[src/rtl/unidad_condicional.sv]
// unidad_condicional: NZCV flag register, ARM condition evaluation and a gated
// one-entry valid/ready output register feeding the memory/writeback stage.
module unidad_condicional #(
  parameter int N  = 32,
  parameter int CW = 16
) (
  input  logic          clk,
  input  logic          rst_n,
  input  logic          in_valid,
  output logic          in_ready,
  input  logic [3:0]    cond,
  input  logic [1:0]    flag_write,
  input  logic          reg_write,
  input  logic          mem_write,
  input  logic          pc_src,
  input  logic [N-1:0]  resultado,
  input  logic          flagNegativo,
  input  logic          flagCero,
  input  logic          flagCarry,
  input  logic          flagOverflow,
  input  logic          flush,
  output logic          out_valid,
  input  logic          out_ready,
  output logic [N-1:0]  out_resultado,
  output logic          out_reg_write,
  output logic          out_mem_write,
  output logic          out_pc_src,
  output logic          out_cond_ex,
  output logic [3:0]    nzcv,
  output logic [CW-1:0] cuenta_anuladas
);
  logic          r_valid;
  logic [N-1:0]  r_resultado;
  logic          r_reg_write;
  logic          r_mem_write;
  logic          r_pc_src;
  logic          r_cond_ex;
  logic [3:0]    r_nzcv;
  logic [CW-1:0] r_cuenta;
  logic          w_n, w_z, w_c, w_v, w_ge;
  logic [15:0]   w_tabla;
  logic          w_cond_ex;
  logic          w_accept;
  assign {w_n, w_z, w_c, w_v} = r_nzcv;
  assign w_ge = (w_n == w_v);
  // one bit per condition code, index = cond (F is never, E is always)
  assign w_tabla = {1'b0, 1'b1, w_z | ~w_ge, ~w_z & w_ge, ~w_ge, w_ge,
                    w_z | ~w_c, w_c & ~w_z, ~w_v, w_v, ~w_n, w_n,
                    ~w_c, w_c, ~w_z, w_z};
  assign w_cond_ex = w_tabla[cond];
  assign in_ready  = ~flush & (~r_valid | out_ready);
  assign w_accept  = in_valid & in_ready;
  always_ff @(posedge clk) begin
    if (!rst_n) begin
      r_valid     <= 1'b0;
      r_resultado <= '0;
      r_reg_write <= 1'b0;
      r_mem_write <= 1'b0;
      r_pc_src    <= 1'b0;
      r_cond_ex   <= 1'b0;
      r_nzcv      <= 4'b0000;
      r_cuenta    <= '0;
    end else begin
      if (flush) begin
        r_valid     <= 1'b0;
        r_reg_write <= 1'b0;
        r_mem_write <= 1'b0;
        r_pc_src    <= 1'b0;
      end else if (w_accept) begin
        r_valid     <= 1'b1;
        r_resultado <= resultado;
        r_reg_write <= reg_write & w_cond_ex;
        r_mem_write <= mem_write & w_cond_ex;
        r_pc_src    <= pc_src & w_cond_ex;
        r_cond_ex   <= w_cond_ex;
      end else if (out_ready) begin
        r_valid <= 1'b0;
      end
      if (w_accept & w_cond_ex & flag_write[1]) r_nzcv[3:2] <= {flagNegativo, flagCero};
      if (w_accept & w_cond_ex & flag_write[0]) r_nzcv[1:0] <= {flagCarry, flagOverflow};
      if (w_accept & ~w_cond_ex & (r_cuenta != {CW{1'b1}})) r_cuenta <= r_cuenta + 1'b1;
    end
  end
  assign out_valid       = r_valid;
  assign out_resultado   = r_resultado;
  assign out_reg_write   = r_reg_write;
  assign out_mem_write   = r_mem_write;
  assign out_pc_src      = r_pc_src;
  assign out_cond_ex     = r_cond_ex;
  assign nzcv            = r_nzcv;
  assign cuenta_anuladas = r_cuenta;
endmodule

[config.mk]
export PLATFORM = sky130hd
export DESIGN_NAME = unidad_condicional
export DESIGN_NICKNAME = d
export VERILOG_FILES = /design/src/rtl/unidad_condicional.sv
export SDC_FILE = /design/constraint.sdc
export NUM_CORES = 1
export LEC_CHECK = 0
export CORE_ASPECT_RATIO = 2
export CORE_UTILIZATION = 45
export DETAILED_ROUTE_END_ITERATION = 10
export PLACE_DENSITY_LB_ADDON = 0.3
export SYNTH_ARGS = -nofsm -noshare
export SYNTH_HDL_FRONTEND = slang
export SYNTH_SLANG_ARGS = --single-unit
[constraint.sdc]
create_clock -name clk -period 3.64 [get_ports clk]
set_clock_uncertainty 0.2 [all_clocks]
set_input_delay 0.364 -clock clk [delete_from_list [all_inputs] [get_ports clk]]
set_output_delay 0.364 -clock clk [all_outputs]
set_load 0.02 [all_outputs]
==> impl_results.md <==
- Register area share after synthesis: 47.6%
- Max-slew headroom: 66.3%
- # hold bufs at CTS: 0
- Antenna violations before repair: 0
- Routed Antenna Nets: 0
- Synthesized instance count: 301
- Largest net degree at the start of global routing: 42
- Initial DRC Count: 68
- Worst Tran Pin Value: 502 ps
- Power per cell area: 407 mW/mm^2
- Post-synthesis adder-cell area fraction: 0.522%
- Post-synthesis register bit count: 57
- Die ar.: 0.00564 mm^2
- Final period utilization: 70.1%
- Worst path bufs/invs: 2
- Startpoint Class: input pin
- R2r endpoint: cuenta_anuladas[15]
- Hold crit path type: reg -> reg
- RSZ-0062 raised after global routing: false
- Slew Limit Fails: 0
- PortBufs: 107
- Longest Clk Path Bufs: 2
- Worst hold margin: 257 ps
- CP required: 3700 ps
- CP Cell Sequence: clkdlybuf4s50_1, xor2_1, a32oi_1, nand3_1, xnor2_2, buf_4, and3_1, mux2i_1
- Top-area cell type share of the netlist area: 47.6%
- CTS tree: yes
- Total number of vias: 2520
- # DRC: 0
- Final GP Congestion: 0.769
- R2R cell count: 6
- Post-synthesis compound-gate area fraction: 15.1%
- PnR worst setup slack: 1090 ps
- Cell Area, Synth: 0.00239 mm^2
- Root Buffer: clkbuf_8
- Fmax: 0.392 GHz
- Syn_nets: 352
- Largest cells by area after synthesis: dfxtp_1, nand2_1, a21oi_1, mux2i_1, o31ai_1
- Post-synth EDFFs: 0
- Hold Violations, Final: 0
- Htree depth: 3
- Ranking of synthesized cells by instance count: nand2_1, dfxtp_1, a21oi_1
- Worst Setup End Kind: flop
- Slowest-stage cell, CP: clkdlybuf4s50_1
- Max VDD drop: 0.390 mV
- Pre-CTS setup slack: 742 ps
- Power Total: 1.52 mW
- Crit path to: nzcv[1]
- Worst Setup Path Type: in -> reg
- Library cells used by synthesis: 36
- Number of setup buffers added after CTS: 0
- Post-place instance area: 0.00351 mm^2
- Critical Path Start: cond[1]
- Worst-Skew Late Latency: 330 ps
- Antenna Cells: 0
- Total GRT Usage: 25.7%
- Post-CTS sizing: 0
- Crit-path max cell delay: 490 ps
- Final nets: 457
- Num CTS Buffers: 9
- Vias per Instance: 5.38
- Wire length per cell: 13.9 um
- # IOs: 108
- Area Overhead vs Synth: 55.8%
- Setup TNS: 0 ps
- Post-synth ARST share: 0%
- First-pass GRT wire length: 10.6 mm
- CTS clk-pin slew, worst paths: 60 ps
- Outcome: finished, final reports clean
- Period minus WS final: 2550 ps
- R2R setup slack: 1150 ps
- Vias in the first global route: 2453
- Yosys warnings: 0
- Mux contribution to synthesized area: 2.93%
- Max Cap Viol: 0
- Reg-to-reg startpoint: cuenta_anuladas[9]
- FILL cells: 398
- Cell taking the most area after synthesis: dfxtp_1
- Post-synthesis xor/xnor area fraction: 1.46%
- Core box area: 0.00514 mm^2
- Die height: 105 um
- Stages on worst setup path: 8
- Drt first pass iters: 4
- HPWL Detailed: 4.68 mm
- Critical path arrival: 2610 ps
- Horiz. Die Dim: 53.6 um
- Syn_area_per_cell: 7.96 um^2
- # setup viols final: 0
- Leakage: 1.32 nW
- Ys flop type: dfxtp_1
- Total grt overflow: 0
- Final instance area: 0.00373 mm^2
- Initial core utilization: 46.6%
- Synth Area in Simple Gates: 28.8%
- Final WL: 6.52 mm
- Crit path max fanout: 24
- Clk sinks: 57
- FP Rows: 37
- Most frequent cell after synthesis: nand2_1
- Largest family of logic cells by synthesized area: simple AND/OR/NAND/NOR gates
- Delay-heaviest family, CP: buffers and inverters
- Share of cells above drive strength 1: 6.34%
-- how the worst min path moves through the flow --
stage	startpoint	to	slack (ps)	cells after the start
global placement	out_resultado[15]	out_resultado[15]	240	2
finish	out_resultado[27]	out_resultado[27]	260	2
floorplan	in_valid	out_valid	280	2
global route	out_mem_write	out_mem_write	270	2
detailed placement	out_resultado[9]	out_resultado[9]	250	2
CTS	out_mem_write	out_mem_write	260	2
-- cell usage in the layout, fill, tap and decap left out, types with 2 or more instances in the layout --
master,netlist,final
and3_1,6,6
clkdlybuf4s50_1,0,107
nor3_1,2,2
nand3_1,10,10
o21ai_0,5,5
nor2_1,10,10
inv_1,3,3
nand2b_1,3,3
nand2_1,88,88
a21oi_1,46,46
or4_1,9,9
clkinvlp_4,0,2
nor4_1,2,2
clkbuf_8,0,10
bufinv_16,0,2
nand4_1,4,4
dfxtp_1,57,57
mux2i_1,7,7
o31ai_1,9,9
buf_4,0,5
or3_1,3,3
xor2_1,3,3
-- metrics by stage --
| stage | utilization (%) | instances |
|---|---|---|
| 2_1_floorplan | - | 301 |
| 3_3_place_gp | 68.4 | 453 |
| 3_5_place_dp | 68.4 | 453 |
| 4_1_cts | 72.6 | 468 |
| 5_1_grt | 72.6 | 468 |
| 6_report | 72.6 | 468 |
-- tightest hold or removal path, cell delays in order, from the launching register on --
cell,delay [ps]
dfxtp_1,310
nand2_1,50
a21oi_1,50
-- cells by family (layout without fill, tap and decap cells) --
kind of cell,after synthesis,count (layout)
adder cells (fa/ha/maj),1,1
AO/OA/AOI/OAI,65,65
XOR/XNOR,4,4
flip-flops,57,57
AND/OR/NAND/NOR,145,145
multiplexers,7,7
buffers and inverters,22,131
-- registers in the layout (all words and copies together), names as in the netlist --
signal	count
out_cond_ex	1
out_pc_src	1
out_resultado	32
out_mem_write	1
nzcv	4
cuenta_anuladas	16
out_valid	1
out_reg_write	1
-- layer usage --
metal	vias to the layer above	global-route usage (%)	part of all wire (%)
met5	-	0	0
met4	0	10.9	1.9
met3	10	9.46	6.9
met2	83	46.5	55
met1	1176	23.7	36
li1	1251	-	-
-- power by group --
part	total (mW)	internal, mW	switching, mW
Combinational	0.217	0.107	0.110
Sequential	0.656	0.645	0.0118
Clock	0.645	0.398	0.246
-- final cells by class --
cell class	instances	area (um^2)	share of cell area, %
multi-input cells	222	1180	31.5
flip-flops and latches	57	1140	30.6
repair buffers	112	1110	29.7
clock buffers	10	138	3.69
clock inverters	5	80.1	2.15
well taps	58	72.6	1.95
inverters	4	15.0	0.402
Power figures use the tool's default switching activity.
